### src/rtl/pipelined_add_sub.sv
// Pipelined two's-complement adder/subtractor: CHUNK bits resolved per stage,
// carry registered between stages, valid/ready handshake with full backpressure.
module pipelined_add_sub #(
   parameter int WIDTH = 8,
   parameter int CHUNK = 4
) (
   input  logic             clk,
   input  logic             rst_n,
   input  logic             in_valid,
   output logic             in_ready,
   input  logic [WIDTH-1:0] op_a,
   input  logic [WIDTH-1:0] op_b,
   input  logic             sub,
   output logic             out_valid,
   input  logic             out_ready,
   output logic [WIDTH-1:0] result,
   output logic             carry_out,
   output logic             overflow
);

   localparam int STAGES = WIDTH / CHUNK;

   // acc_p[k] holds resolved sum slices 0..k; the slices above still carry operand A
   logic [WIDTH-1:0] acc_p [STAGES];
   logic [WIDTH-1:0] bb_p  [STAGES];
   logic             cy_p  [STAGES];
   logic             am_p  [STAGES];
   logic             bm_p  [STAGES];
   logic             vld_p [STAGES];
   logic             ovf_p;

   logic [WIDTH-1:0] acc_in [STAGES];
   logic [WIDTH-1:0] bb_in  [STAGES];
   logic             cy_in  [STAGES];
   logic             am_in  [STAGES];
   logic             bm_in  [STAGES];
   logic             vld_in [STAGES];
   logic [WIDTH-1:0] acc_nx [STAGES];
   logic             cy_nx  [STAGES];
   logic [CHUNK:0]   slice_sum [STAGES];
   logic             ovf_nx;
   logic             stall;

   assign stall     = vld_p[STAGES-1] & ~out_ready;
   assign in_ready  = ~stall;
   assign out_valid = vld_p[STAGES-1];
   assign result    = acc_p[STAGES-1];
   assign carry_out = cy_p[STAGES-1];
   assign overflow  = ovf_p;

   always_comb begin
      acc_in[0] = op_a;
      bb_in[0]  = op_b ^ {WIDTH{sub}};
      cy_in[0]  = sub;
      am_in[0]  = op_a[WIDTH-1];
      bm_in[0]  = op_b[WIDTH-1] ^ sub;
      vld_in[0] = in_valid;
      for (int k = 1; k < STAGES; k++) begin
         acc_in[k] = acc_p[k-1];
         bb_in[k]  = bb_p[k-1];
         cy_in[k]  = cy_p[k-1];
         am_in[k]  = am_p[k-1];
         bm_in[k]  = bm_p[k-1];
         vld_in[k] = vld_p[k-1];
      end
      for (int k = 0; k < STAGES; k++) begin
         slice_sum[k] = {1'b0, acc_in[k][k*CHUNK +: CHUNK]}
                      + {1'b0, bb_in[k][k*CHUNK +: CHUNK]}
                      + {{CHUNK{1'b0}}, cy_in[k]};
         acc_nx[k] = acc_in[k];
         acc_nx[k][k*CHUNK +: CHUNK] = slice_sum[k][CHUNK-1:0];
         cy_nx[k] = slice_sum[k][CHUNK];
      end
      ovf_nx = (am_in[STAGES-1] == bm_in[STAGES-1])
             & (acc_nx[STAGES-1][WIDTH-1] != am_in[STAGES-1]);
   end

   // Stage registers: every stage holds while the output is stalled
   always_ff @(posedge clk or negedge rst_n) begin
      if (!rst_n) begin
         for (int k = 0; k < STAGES; k++) begin
            acc_p[k] <= '0;
            bb_p[k]  <= '0;
            cy_p[k]  <= 1'b0;
            am_p[k]  <= 1'b0;
            bm_p[k]  <= 1'b0;
            vld_p[k] <= 1'b0;
         end
         ovf_p <= 1'b0;
      end else if (!stall) begin
         for (int k = 0; k < STAGES; k++) begin
            acc_p[k] <= acc_nx[k];
            bb_p[k]  <= bb_in[k];
            cy_p[k]  <= cy_nx[k];
            am_p[k]  <= am_in[k];
            bm_p[k]  <= bm_in[k];
            vld_p[k] <= vld_in[k];
         end
         ovf_p <= ovf_nx;
      end
   end

endmodule

### config.mk
export PLATFORM = sky130hd
export DESIGN_NAME = pipelined_add_sub
export DESIGN_NICKNAME = d
export VERILOG_FILES = /design/src/rtl/pipelined_add_sub.sv
export SDC_FILE = /design/constraint.sdc
export NUM_CORES = 1
export LEC_CHECK = 0
export CORE_ASPECT_RATIO = 1.25
export CORE_MARGIN = 3
export CORE_UTILIZATION = 51
export DETAILED_ROUTE_END_ITERATION = 8
export PLACE_DENSITY = 0.83
export REMOVE_ABC_BUFFERS = 1
export SLEW_MARGIN = 15
export SYNTH_ARGS = -nofsm -noshare
export SYNTH_HDL_FRONTEND = slang
export SYNTH_SLANG_ARGS = --single-unit
### constraint.sdc
create_clock -name clk -period 4 [get_ports clk]
set_input_delay 0.8 -clock clk [delete_from_list [all_inputs] [get_ports clk]]
set_output_delay 0.8 -clock clk [all_outputs]
set_load 0.05 [all_outputs]
==> impl_results.md <==
- Die Wd: 50.7 um
- Minimum clock period: 2.92 ns
- Die height: 61.9 um
- Met2 usage: 33.8%
- RSZ-0062 raised after global routing: no
- Highest-delay cell along the critical path: clkdlybuf4s50_1
- Slew Limit Fails: 0
- Max Freq: 343 MHz
- Crit path launch type: input pin
- TritonCTS buffer count: 3
- Final Hold Violating Endpoints: 0
- Clock tree buffer depth: 2
- Final ANT Viol Nets: 0
- HPWL after DPL: 1880 um
- Yosys cell types: 28
- DRC errors left: 0
- Largest net degree at the start of global routing: 32
- Hold Crit Class: input pin to asynchronous set/reset pin
- Area added between synthesis and finish: 27.9%
- Worst slew margin: 59.7%
- Starting density of the core: 55.8%
- DRT iter0 DRCs: 19
- Ant diodes: 0
- Setup violations, final: 0
- Share of post-route cells with drive strength above 1: 4.97%
- # H-tree levels: 1
- Syn avg cell area: 9.80 um2
- Clock insertion delay at the later pin of the skew report: 0.31 ns
- Delay-heaviest family, CP: buffers and inverters
- Global Route Usage Sum: 18.8%
- First-pass GRT wire length: 4280 um
- Worst hold margin: 0.443 ns
- Ys Warns: 0
- WP data arrival: 2.12 ns
- CP Buf/Inv Count: 3
- Post-CTS Resized: 0
- I/O pins: 33
- Worst setup EP type: output port
- Vias in the first global route: 948
- Die Area: 3140 um2
- Lkg Pwr: 0.751 nW
- Commonest non-fill, non-tap cell in the layout: nand2_1
- Max-cap violations: 0
- DR vias/cell: 5.12
- Port bufs: 32
- Synthesized flop and latch total: 25
- CP cell instances: clkdlybuf4s50_1 -> nor2b_2 -> inv_1 -> buf_4
- Clk sink count: 25
- PD cells: 540 nW/um2
- Reg clk slew, reported paths: 0.13 ns
- Post-CTS setup buffer count: 0
- Crit path max fanout: 20
- Drt pass-1 iters: 4
- Root Buffer: clkbuf_4
- Worst endpoint required time: 3.20 ns
- Fin nets: 192
- Sequential share of the synthesized area: 49.1%
- Detailed Route WL: 2470 um
- Main synth FF type: dfrtp_1
- Post-layout util: 71.4%
- Number of enable flip-flop cells after synthesis: 0
- Busiest grt layer: met2
- Final setup TNS: 0 ns
- Initial antenna violation count: 0
- Commonest non-fill, non-tap cells in the layout: 45 x nand2_1, 30 x clkdlybuf4s50_1, 25 x dfrtp_1, 7 x xnor2_1, 7 x o21ai_0
- Worst Tran Pin Value: 0.603 ns
- Std cell rows: 19
- Hold_buf cts: 0
- CORE AREA: 2280 um2
- Syn Std Cell Area: 1270 um2
- Fraction of registers with async set/reset: 100%
- Mapped Cells: 130
- Tcrit/Tclk final: 72.9%
- Outcome: finished clean
- Final Skew: 0.00344 ns
- Drt wl/cell: 12.9 um
- Grt ovf: 0
- Grt met3 use: 3.58%
- CP max stage delay: 0.50 ns
- TritonCTS clock tree: built
- Routed vias: 983
- Max IR drop VDD: 332 uV
- GR Util met1: 21.4%
- Gpl congestion: 0.734
- WS Path Type: input pin to output port
cells by family (layout without fill, tap and decap cells):
logic type | count (synthesis) | in the layout | share of synthesized area [%]
flip-flops | 25 | 25 | 49.1
AND/OR/NAND/NOR | 54 | 54 | 17.3
multiplexers | 1 | 1 | 1.18
AO/OA/AOI/OAI | 24 | 24 | 12.1
buffers and inverters | 7 | 38 | 2.85
XOR/XNOR | 10 | 10 | 6.88
adder cells (fa/ha/maj) | 9 | 9 | 10.6
routing by layer:
metal  wire length (um)  up-vias
met5                  0        -
met4                 68        0
met3                 94        8
met2               1290       25
met1               1020      457
li1                   -      493
sequential cells by signal, summed over array words and instances, names as in the netlist:
register / cells
acc_in: 8
bb_in: 4
cy_in: 1
result: 8
carry_out: 1
overflow: 1
out_valid: 1
vld_in: 1
area by class of cell:
| type | instances | area, um2 |
|---|---|---|
| clock buffer | 4 | 26.3 |
| timing repair buffer | 33 | 320 |
| tap | 31 | 38.8 |
| multi-input combinational | 98 | 614 |
| fill | 186 | 653 |
| inverter | 1 | 3.75 |
| sequential | 25 | 626 |
synth_stat cells (2+ instances only):
| cell type | instances | area (um2) |
|---|---|---|
| nand2_1 | 45 | 169 |
| a21oi_1 | 5 | 25.0 |
| buf_2 | 2 | 10.0 |
| xnor2_1 | 7 | 61.3 |
| a211oi_1 | 2 | 15.0 |
| nor2_1 | 2 | 7.51 |
| a21o_1 | 4 | 30.0 |
| a21boi_0 | 2 | 15.0 |
| dfrtp_1 | 25 | 626 |
| fa_1 | 3 | 60.1 |
| ha_1 | 6 | 75.1 |
| xor2_1 | 3 | 26.3 |
| o21ai_0 | 7 | 35.0 |
| clkbuf_1 | 3 | 11.3 |
report_power, final:
part	switching (W)	leakage (nW)	internal, W
clock	0.0000713	0.0150	0.0000390
combinational	0.000257	0.437	0.000157
sequential	0.0000385	0.299	0.000317
total	0.000367	0.751	0.000513
path summary, 6_finish.rpt:
check	startpoint	slack [ns]	to	cells past startpoint
max	out_ready	1.08	in_ready	4
min	rst_n	0.44	result[2]	1
max reg2reg	acc_in[4]	2.09	carry_out	5
min reg2reg	result[4]	0.48	result[4]	2
max in group asynchronous	rst_n	3.20	bb_in[6]	1
min in group clk	result[4]	0.48	result[4]	2
stage by stage:
stage	setup slack [ns]	power (W)	cell area (um2)	std cells
floorplan	0.632	0.000632	1240	124
global placement	1.13	0.000765	1610	188
detailed placement	1.06	0.000778	1610	188
CTS	1.11	0.000888	1630	192
global route	1.04	0.000934	1630	192
finish	1.08	0.000880	1630	192
No activity file was read; power rests on OpenSTA's default activity.
